[src/rtl/reg_bank_pkg.sv]
// Shared constants and types for the register-bank slave: address map, key
// values, lock FSM states and STATUS bit positions.
package reg_bank_pkg;

  localparam logic [7:0] ADDR_ID      = 8'h00;
  localparam logic [7:0] ADDR_CTRL    = 8'h01;
  localparam logic [7:0] ADDR_STATUS  = 8'h02;
  localparam logic [7:0] ADDR_KEY     = 8'h03;
  localparam logic [7:0] ADDR_CNT     = 8'h04;
  localparam logic [7:0] ADDR_GP_BASE = 8'h10;

  localparam logic [15:0] KEY_ARM       = 16'hA5A5;
  localparam logic [15:0] KEY_OPEN      = 16'h5A5A;
  localparam logic [15:0] UNMAPPED_DATA = 16'hDEAD;

  typedef enum logic [1:0] {
    LOCKED = 2'd0,
    ARMED  = 2'd1,
    OPEN   = 2'd2
  } lock_state_t;

  localparam int ST_W         = 4;
  localparam int ST_GP_DENIED = 0;
  localparam int ST_UNMAPPED  = 1;
  localparam int ST_CNT_WRAP  = 2;
  localparam int ST_AUTOLOCK  = 3;

endpackage

[src/rtl/reg_bank_lock_fsm.sv]
// Key-sequence lock FSM (LOCKED -> ARMED -> OPEN). With REG_BANK_AUTOLOCK_EN
// defined, an idle counter relocks OPEN after AUTOLOCK_CYCLES quiet cycles.
module reg_bank_lock_fsm
  import reg_bank_pkg::*;
#(
  parameter int AUTOLOCK_CYCLES = 64
) (
  input  logic        clk,
  input  logic        rst,
  input  logic        key_wr,
  input  logic [15:0] key_data,
  input  logic        gp_wr_accepted,
  output lock_state_t state,
  output logic        autolock_evt
);

  lock_state_t state_q, state_d;
  logic        timeout;

`ifdef REG_BANK_AUTOLOCK_EN
  logic [15:0] idle_q, idle_d;

  // Any cycle outside OPEN clears the count, which covers the entry reset.
  always_comb begin
    timeout = (state_q == OPEN) && !gp_wr_accepted &&
              (idle_q == 16'(AUTOLOCK_CYCLES - 1));
    idle_d  = ((state_q != OPEN) || gp_wr_accepted) ? 16'd0 : idle_q + 16'd1;
  end

  always_ff @(posedge clk) begin
    if (rst) idle_q <= 16'd0;
    else     idle_q <= idle_d;
  end
`else
  logic unused_cfg;
  assign timeout    = 1'b0;
  assign unused_cfg = gp_wr_accepted ^ (AUTOLOCK_CYCLES == 0);
`endif

  // A KEY write in the timeout cycle takes priority over the autolock.
  always_comb begin
    state_d      = state_q;
    autolock_evt = 1'b0;
    if (key_wr) begin
      case (state_q)
        LOCKED:  state_d = (key_data == KEY_ARM)  ? ARMED : LOCKED;
        ARMED:   state_d = (key_data == KEY_OPEN) ? OPEN  : LOCKED;
        default: state_d = LOCKED;
      endcase
    end else if (timeout) begin
      state_d      = LOCKED;
      autolock_evt = 1'b1;
    end
  end

  always_ff @(posedge clk) begin
    if (rst) state_q <= LOCKED;
    else     state_q <= state_d;
  end

  assign state = state_q;

endmodule

[src/rtl/reg_bank_slave.sv]
// Register-bank slave: ID, CTRL, W1C STATUS, KEY lock, cycle counter and
// lock-protected GP registers. Optional autolock via REG_BANK_AUTOLOCK_EN.
module reg_bank_slave
  import reg_bank_pkg::*;
#(
  parameter int          NUM_GP          = 8,
  parameter logic [15:0] ID_VALUE        = 16'hC0DE,
  parameter int          AUTOLOCK_CYCLES = 64
) (
  input  logic        clk,
  input  logic        rst,
  input  logic        write,
  input  logic [7:0]  address,
  input  logic [15:0] data_in,
  output logic [15:0] data_out,
  output logic        irq
);

  localparam logic [4:0] GP_LIMIT = 5'(NUM_GP);

  logic [15:0]             ctrl_q, ctrl_d;
  logic [15:0]             cnt_q, cnt_d;
  logic [15:0]             data_out_q, data_out_d;
  logic [ST_W-1:0]         status_q, status_d;
  logic [NUM_GP-1:0][15:0] gp_q, gp_d;
  logic                    irq_q, irq_d;

  logic        gp_hit, mapped, key_wr, gp_wr, gp_wr_accepted, autolock_evt;
  logic [15:0] rdata;
  lock_state_t lock_state;

  assign gp_hit         = (address[7:4] == ADDR_GP_BASE[7:4]) &&
                          ({1'b0, address[3:0]} < GP_LIMIT);
  assign mapped         = gp_hit || (address <= ADDR_CNT);
  assign key_wr         = write && (address == ADDR_KEY);
  assign gp_wr          = write && gp_hit;
  assign gp_wr_accepted = gp_wr && (lock_state == OPEN);

  reg_bank_lock_fsm #(
    .AUTOLOCK_CYCLES(AUTOLOCK_CYCLES)
  ) u_lock (
    .clk           (clk),
    .rst           (rst),
    .key_wr        (key_wr),
    .key_data      (data_in),
    .gp_wr_accepted(gp_wr_accepted),
    .state         (lock_state),
    .autolock_evt  (autolock_evt)
  );

  always_comb begin
    rdata = UNMAPPED_DATA;
    case (address)
      ADDR_ID:     rdata = ID_VALUE;
      ADDR_CTRL:   rdata = ctrl_q;
      ADDR_STATUS: rdata = {{(16-ST_W){1'b0}}, status_q};
      ADDR_KEY:    rdata = {14'b0, lock_state};
      ADDR_CNT:    rdata = cnt_q;
      default:     rdata = UNMAPPED_DATA;
    endcase
    for (int i = 0; i < NUM_GP; i++)
      if (gp_hit && (address[3:0] == 4'(i))) rdata = gp_q[i];
  end

  // Set events are OR-ed in after the W1C mask so a same-cycle set wins.
  always_comb begin
    ctrl_d     = ctrl_q;
    gp_d       = gp_q;
    status_d   = status_q;
    cnt_d      = cnt_q + 16'd1;
    data_out_d = write ? data_out_q : rdata;

    if (write && (address == ADDR_CTRL))   ctrl_d   = data_in;
    if (write && (address == ADDR_STATUS)) status_d = status_q & ~data_in[ST_W-1:0];
    for (int i = 0; i < NUM_GP; i++)
      if (gp_wr_accepted && (address[3:0] == 4'(i))) gp_d[i] = data_in;

    status_d[ST_GP_DENIED] = status_d[ST_GP_DENIED] | (gp_wr && !gp_wr_accepted);
    status_d[ST_UNMAPPED]  = status_d[ST_UNMAPPED]  | !mapped;
    status_d[ST_CNT_WRAP]  = status_d[ST_CNT_WRAP]  | (cnt_q == 16'hFFFF);
    status_d[ST_AUTOLOCK]  = status_d[ST_AUTOLOCK]  | autolock_evt;

    irq_d = |(status_d[2:0] & ctrl_d[2:0]);
`ifdef REG_BANK_AUTOLOCK_EN
    irq_d = irq_d | (status_d[ST_AUTOLOCK] & ctrl_d[3]);
`endif
  end

  always_ff @(posedge clk) begin
    if (rst) begin
      ctrl_q     <= '0;
      status_q   <= '0;
      cnt_q      <= '0;
      gp_q       <= '0;
      data_out_q <= '0;
      irq_q      <= 1'b0;
    end else begin
      ctrl_q     <= ctrl_d;
      status_q   <= status_d;
      cnt_q      <= cnt_d;
      gp_q       <= gp_d;
      data_out_q <= data_out_d;
      irq_q      <= irq_d;
    end
  end

  assign data_out = data_out_q;
  assign irq      = irq_q;

endmodule

[config.mk]
export PLATFORM = sky130hd
export DESIGN_NAME = reg_bank_slave
export DESIGN_NICKNAME = d
export VERILOG_FILES = /design/src/rtl/reg_bank_pkg.sv /design/src/rtl/reg_bank_lock_fsm.sv /design/src/rtl/reg_bank_slave.sv
export SDC_FILE = /design/constraint.sdc
export NUM_CORES = 1
export LEC_CHECK = 0
export CAP_MARGIN = 40
export CORE_MARGIN = 3
export CORE_UTILIZATION = 25
export DETAILED_ROUTE_END_ITERATION = 7
export GPL_TIMING_DRIVEN = 0
export SYNTH_ARGS = -nofsm -noshare
export SYNTH_HDL_FRONTEND = slang
export SYNTH_SLANG_ARGS = --single-unit
[constraint.sdc]
create_clock -name clk -period 2.37 [get_ports clk]
set_input_delay 0.3555 -clock clk [delete_from_list [all_inputs] [get_ports clk]]
set_output_delay 0.3555 -clock clk [all_outputs]
set_load 0.1 [all_outputs]
Yosys cells after proc, flatten, opt, wreduce, memory -nomap -nowiden:

Cells that the tools add are included.

* reduce and logical (&&, ||, !) cells: 30
* $lt $le $gt $ge: 2
* bitwise operators: 6
* multiplexer cells: 14
* equal/unequal tests: 17
* add/sub/neg operators: 1

Operators with widths (count)
* $mux 16: 8
* $pmux 16 s5: 1
* $eq 16x16->1 const B: 2
* $logic_and 1x1->1: 23
* $add 16x1->16 const B: 1
* $eq 16x15->1 const B: 1
* $eq 4x3->1 const B: 4
* $eq 8x2->1 const B: 2
* $eq 4x1->1 const B: 2
* $eq 4x2->1 const B: 2
* $eq 8x1->1 const B: 1
* $eq 8x3->1 const B: 1
* $le 8x3->1 const B: 1
* $logic_not 8->1: 1
* $mux 3: 2
* $and 4x4->4: 1
* $logic_not 4->1: 1
* $lt 4x4->1 const B: 1
* $not 4->4: 1
* $pmux 2 s2: 1
* $and 3x3->3: 1
* $or 1x1->1: 3
* $reduce_or 3->1: 1
* $eq 2x1->1 const B: 1
* other kinds (6): 7

* word-level logic and storage cells: 86
* input port bits: 27
* bits in registers: 183
* output and inout port bits: 17

Longest topological paths before layout:

Gate-level depths: netlist (run 1).

* depth after elaboration: 11
* gate-level depth with buffers: 9
* gate-level depth less buffers: 5

By module:

From an unflattened synthesis (run 1), not the netlist that was laid out.

* cell total of the unflattened synthesis: 1163
* area total of the unflattened synthesis: 8684.6 sq um

By module, submodules not included
* reg_bank_slave: instances 1, area each 8490.6 sq um, cells each 1140
* reg_bank_lock_fsm: instances 1, area each 193.9 sq um, cells each 23

Worst setup path before layout (run 1):

Ideal clock, no wire load.

* path kind: input-to-reg
* start: input port write
* end: register gp_q[117] (netlist name)
* path slack: 0.528 ns
* required time: 2.242 ns
* path buffers: 3
* arrival time: 1.715 ns
* library setup time: 0.128 ns
* cell stages on the path: 8
* path through: buf_4 > nor4b_4 > and3_1 > and3_1 > buf_6 > buf_12 > mux2i_1 > nor2_1

* longest elaborated chain between the ends: 3

RTL lines
* start: declaration: RTL line reg_bank_slave.sv:12 `input logic write,`
* $logic_and 1x1->1: RTL line reg_bank_slave.sv:36 `assign gp_wr = write && gp_hit;`
* $logic_and 1x1->1: RTL line reg_bank_slave.sv:37 `assign gp_wr_accepted = gp_wr && (lock_state == OPEN);`
* $logic_and 1x1->1: RTL line reg_bank_slave.sv:76 `if (gp_wr_accepted && (address[3:0] == 4'(i))) gp_d[i] = data_in;`
* end signal: assignment: RTL line reg_bank_slave.sv:101 `gp_q <= gp_d;`
* end: declaration: RTL line reg_bank_slave.sv:25 `logic [NUM_GP-1:0][15:0] gp_q, gp_d;`

Every way passes these cells.
A chain may end at the register's enable or synchronous reset.

Worst setup path after layout (run 1):

* start: input port address[5]
* end: register data_out_q[8], in the netlist data_out[8]

* longest elaborated chain between the ends: 11
* elaborated cells on any way between the ends: 24

RTL lines
* start: declaration: RTL line reg_bank_slave.sv:13 `input logic [7:0] address,`
* parallel branches: the longest is 10 deep, another holds $pmux 16 s5
* $mux 16 *: RTL line reg_bank_slave.sv:62 `if (gp_hit && (address[3:0] == 4'(i))) rdata = gp_q[i];`
* end signal: assignment: RTL line reg_bank_slave.sv:102 `data_out_q <= data_out_d;`
* end: declaration: RTL line reg_bank_slave.sv:23 `logic [15:0] data_out_q, data_out_d;`

Mark *: on every way between the ends.

==> impl_metrics.toml, run 1 <==
[final_layout]
postLayoutCoreUtil_pct = 31.39
antenna_cells = 0
n_fill_cell = 3618
final_area_sq_mm = 0.01087
drive_gt1_share_pct = 13.25
fin_nets = 1192
syn_to_final_growth_pct = 23.31

[floorplan]
io_pins = 44
floorplan.initialDensity_pct = 25.46
fp.dieW_um = 193.8
coreArea_sq_mm = 0.03463
fp.dieArea_sq_mm = 0.03755
die_height_um = 193.8
row_count = 68

[placement]
dp_slack_ns = -0.6775
io_buffer_count = 39
place_congestion = 0.9910
hpwl_um = 25740
placed_cell_area_sq_mm = 0.01016

[synth]
synthDistinctLibCells = 74
async_reset_ff_share_pct = 0
synthFlopType = "dfxtp_1"
seq_area_frac_synth_pct = 41.56
avgSynthCellArea_sq_um = 8.139
syn_nets = 1111
synth_area_leaders = "dfxtp_1, a21oi_1, nand2_1, mux2i_1, nor2_1"
yosysTopAreaCellShare_pct = 41.56
synth.most_common_cell = "nand2_1"
ys_ff_latch = 183
synth_common_cells = "nand2_1, dfxtp_1, a21oi_1, nor2_1, mux2i_1"
yosysWarnings = 0
synth-edff-count = 0
syn_area_sq_mm = 0.008815
synthCells = 1083
yosysTopAreaCell = "dfxtp_1"

[clock_tree]
cts-root-buf = "clkbuf_16"
cts-htree-levels = 4
clk_latency_ns = 0.45
cts_tree = "built"
holdBufCountCts = 0
clock_path_buffers = 2
clk_pin_slew_ns = 0.07
cts_buffers = 17
cts_sinks = 183

[timing]
grt_setup_unrepaired = "yes"
fin_crit_ns = 2.321
slew_headroom_pct = 36.71
hold-worst-slack_ns = 0.3895
finalHoldViolations = 0
worst_pin_slew_ns = 0.9494
fin_crit_sh_pct = 97.94
slew_viol_final = 0
finClkSkew_ns = 0.009679
setup_ws_ns = 0.04877
setup_viol = 0
fmax_mhz = 430.8

[run]
maxCapViolCount = 0

[power]
pwr_density_cell_mw_per_mm2 = 629.1
p_total_mw = 6.837
max-vdd-ir-drop_uv = 524.4
p_leak_nw = 3.695

[critical_path]
worstPathCellList = "clkdlybuf4s50_1, nor4_1, nand2_1, o22ai_2, o211ai_1, a221oi_1"
max_stage_delay_ns = 0.67
cp_max_fo = 5
r2r_cells = 7
critical-path-top-delay-family = "simple AND/OR/NAND/NOR gates"
crit_path_top_delay_cell = "nor4_1"
crit_path_start_kind = "primary input"
path_buf_inv = 1
r2r_slack_ns = 0.39
crit_type = "in2reg"
rr_startpoint = "u_lock.state[1]"
r2r-end = "gp_q[15]"
end_kind = "flip-flop"
crit_arrival_ns = 2.66
worstPathRequired_ns = 2.71

[drt]
dr.pass1.iters = 5
drc = 0
wirelength_um = 35320
drtIter0Drc = 1127
vias_per_cell = 5.333
vias = 8703
drtAntennaViolNets = 0
routedWlPerCell_um = 21.64

[global_route]
grt_start_max_net_pins = 18
grt_pass1_vias = 8237
grt_overflow = 0
antenna_found_initial = 1
groute.usage.overall_pct = 18.35
grt_pass1_wl_um = 52730

[hold_path]
hold_start = "rst"
whs_path_depth = 2
min_path_type = "in2reg"
holdPathEnd = "ctrl_q[0]"

[status]
status = "complete, no violations"
-- layer usage --
| metal | vias to the layer above | global-route usage [%] | wire (um) |
|---|---|---|---|
| li1 | 3979 | - | - |
| met1 | 4249 | 24.48 | 15020 |
| met2 | 400 | 29.09 | 16030 |
| met3 | 73 | 2.867 | 2524 |
| met4 | 2 | 8.760 | 1735 |
| met5 | - | 0 | 9 |
-- worst max-delay path by stage --
stage                           from           to  slack (ns)  cells after the start
after CTS                 address[5]  data_out[2]       -0.01                      7
after global placement    address[4]  data_out[8]       -0.74                      6
after global routing      address[5]  data_out[8]      -0.009                      6
after floorplan                write    gp_q[117]        0.53                      8
final                     address[5]  data_out[8]        0.05                      6
after detailed placement  address[2]  data_out[9]       -0.68                      8
-- worst register-to-register path, stage by stage (launching register included) --
cell,delay (ns)
dfxtp_1,0.43
nor2b_1,0.26
nand4_2,0.21
buf_4,0.26
nor3_4,0.35
buf_4,0.18
nand2_1,0.05
a21oi_1,0.17
-- through the flow --
stage,instances,setup TNS [ns]
4_1_cts,1627,-0.009669
3_5_place_dp,1596,-44.59
3_3_place_gp,1577,-44.04
6_report,1632,0
5_1_grt,1632,-0.02176
2_1_floorplan,1083,0
-- where the power goes --
part	leakage, nW	switching, mW	total [mW]	internal (mW)
Combinational	1.94	0.577	0.843	0.266
Clock	0.281	1.36	2.87	1.51
Sequential	1.48	0.0224	3.12	3.10
-- sequential cells by signal (all words and copies together) (netlist names) --
signal        cells
status_q          4
u_lock.state      2
ctrl_q           16
irq               1
cnt_q            16
data_out         16
gp_q            128
-- cells in the final DEF, fill, tap and decap left out, types with 5 or more instances in the layout --
master and n:
nand2_1 184, dfxtp_1 183, a21oi_1 136, nor2_1 89, mux2i_1 53, nand3_1 48
o21ai_0 47, clkbuf_1 40, clkdlybuf4s50_1 37, buf_2 36, o22ai_1 17, inv_1 17
clkbuf_16 17, nor2b_1 13, nand2b_1 13, buf_4 12, a22oi_1 11, nor3_1 10
buf_8 10, or3_1 9, o211ai_1 9, and3_1 8, xor2_1 8, buf_16 8
nor4bb_1 7, nand4_1 7, mux2_2 7, a31oi_1 6, clkbuf_4 5, buf_6 5
o221ai_1 5, a211o_1 5
-- cell type report --
cell class / instances / area, sq um / share of cell area, %
tap: 455 / 569.3 / 5.238
clock buffer: 19 / 442.9 / 4.075
buffer: 92 / 494.2 / 4.547
clock inverter: 13 / 136.4 / 1.255
inverter: 17 / 63.81 / 0.5871
timing repair buffer: 64 / 822.0 / 7.563
multi-input combinational: 789 / 4677 / 43.03
sequential: 183 / 3664 / 33.71
-- cells by family (layout without fill, tap and decap cells) --
group                    Yosys count  after routing  synth area share [%]
AND/OR/NAND/NOR                  432            432                 24.06
multiplexers                      64             64                 7.935
AO/OA/AOI/OAI                    282            282                 19.05
buffers and inverters            111            205                 6.260
adder cells (fa/ha/maj)            1              1                0.1419
XOR/XNOR                          10             10                0.9937
flip-flops                       183            183                 41.56
-- timing repair --
action                                  4_1_cts  5_1_grt
pin swaps                                     1        7
buffers inserted                              0        6
endpoints found under the setup margin       14       57
gates resized for setup                      12       15
Power figures use the tool's default switching activity.
==> inputs of run 2 (changes only) <==
- PLACE_DENSITY: not set -> 0.45
==> run 2 against run 1 <==
Effect of this change:
- utilization grew 0.23 points
- register-to-register slack lost 0.06 ns
- total power grew 4.9%
- highest routed layer unchanged
- clock skew grew 0.0024 ns
- die area is the same
- clock power grew 11%
- worst setup slack lost 0.086 ns
- critical path type unchanged
- cell count shrank 0.18%
- critical path depth is the same
- non-clock buffer count shrank 3
- sequential power is essentially flat
- the run now ends with setup timing left
- critical endpoint unchanged
==> impl_metrics.toml, run 2 (synthesis results as in run 1) <==
[power]
p_int_mw = 5.213
power_frac_seq_pct = 43.5
pwr_density_cell_mw_per_mm2 = 655.1
power_frac_clock_pct = 44.6
max-vdd-ir-drop_uv = 439.8
switching_share_pct = 27.33
p_leak_nw = 3.722
netSwitchingPower_mw = 1.961
combPwrFrac_pct = 11.9

[final_layout]
fin_nets = 1189
antenna_cells = 0
top_register = "gp_q"
final_cell_mix = "nand2_1, dfxtp_1, a21oi_1"
final_common_cell = "nand2_1"
final_area_sq_mm = 0.01095
drive_gt1_share_pct = 13.71
syn_to_final_growth_pct = 24.23
largest_register_ffs = 128

[critical_path]
r2r_slack_ns = 0.33
worstPathRequired_ns = 2.70
rr_startpoint = "u_lock.state[1]"
crit_type = "in2reg"
r2r_cells = 7
cp_max_fo = 6
r2r-end = "gp_q[9]"
crit_arrival_ns = 2.74
end_kind = "flip-flop"
crit_path_start_kind = "primary input"

[clock_tree]
clk_latency_ns = 0.44
cts_tree = "built"
cts-root-buf = "clkbuf_16"
cts-htree-levels = 4
clk_pin_slew_ns = 0.07
cts_sinks = 183
clock_path_buffers = 2
cts_buffers = 17

[drt]
drc = 0
wirelength_um = 37820
vias_per_cell = 5.160
dr.pass1.iters = 5
drtAntennaViolNets = 0
routedWlPerCell_um = 23.22
drtIter0Drc = 718
vias = 8406

[global_route]
grt_pass1_vias = 8029
grt_start_max_net_pins = 17
groute.usage.overall_pct = 19.66
antenna_found_initial = 1
grt_pass1_wl_um = 55280
grt_overflow = 0

[placement]
placed_cell_area_sq_mm = 0.01020
io_buffer_count = 39
place_congestion = 0.9406
hpwl_um = 27710
dp_slack_ns = -0.7797

[timing]
setup_viol = 2
fmax_mhz = 415.3
fin_crit_ns = 2.408
worst_pin_slew_ns = 0.8930
slew_viol_final = 0
finalHoldViolations = 0
grt_setup_unrepaired = "yes"
slew_headroom_pct = 40.47
fin_crit_sh_pct = 101.6
finClkSkew_ns = 0.01206
setup_ws_ns = -0.03767

[hold_path]
min_path_type = "in2reg"
hold_start = "rst"
whs_path_depth = 2
holdPathEnd = "ctrl_q[0]"

[floorplan]
floorplan.initialDensity_pct = 25.46
die_height_um = 193.8
io_pins = 44
coreArea_sq_mm = 0.03463
fp.dieW_um = 193.8
fp.dieArea_sq_mm = 0.03755
row_count = 68

[status]
status = "complete, but fails checks"
violations = "setup timing"

[run]
maxCapViolCount = 0
## run 2: what timing repair did
action,in CTS,in global routing
cloned,0,0
setup buffers,0,1
pin swaps,3,1
resized for setup,16,12
hold buffers,0,0
setup endpoints to repair,14,66
## run 2: how the worst max path moves through the flow
stage	from	end	slack (ns)
after detailed placement	address[4]	data_out[2]	-0.78
after global routing	address[4]	data_out[8]	-0.10
after CTS	address[5]	gp_q[12]	0.005
after floorplan	write	gp_q[117]	0.53
after global placement	address[4]	data_out[2]	-0.84
final	address[4]	data_out[8]	-0.04
## run 2: through the flow
stage	util, %	TNS, ns	std cells	power, mW	hold WS [ns]
global route	31.62	-0.1930	1629	7.333	0.4033
global placement	28.23	-47.59	1577	3.924	0.4398
floorplan	-	0	1083	3.610	0.4074
CTS	31.49	0	1629	7.188	0.3583
finish	31.62	-0.07522	1629	7.174	0.3563
detailed placement	29.46	-46.23	1599	4.023	0.4456
## run 2: per-layer routing
layer  track usage, %  routed length (um)  vias up
met4            7.206                1256        2
met1            28.07               17660     4101
met2            29.99               16620      286
li1                 -                   -     3974
met5                0                  20        -
met3            3.093                2263       43
## run 2: layout make-up
class	instances	area (sq um)
Timing Repair Buffer	62	828.3
Clock buffer	20	456.7
Multi-Input combinational cell	789	4695
Tap cell	455	569.3
Sequential cell	183	3664
Inverter	17	63.81
Clock inverter	12	186.4
Fill cell	3697	23680
Buffer	91	488.0
## run 2: critical path: stages
cell and delay (ns):
clkdlybuf4s50_1 0.55, nor4_1 0.73, nand2_1 0.30, o22ai_2 0.35, o211ai_1 0.16, a221oi_1 0.29
## run 2: power groups by stage
stage	clock [mW]	sequential, mW	combinational [mW]
after global placement	0	3.19	0.732
after CTS	3.23	3.12	0.842
final	3.20	3.12	0.854
after detailed placement	0	3.19	0.832
after floorplan	0	3.32	0.286
after global routing	3.33	3.12	0.886
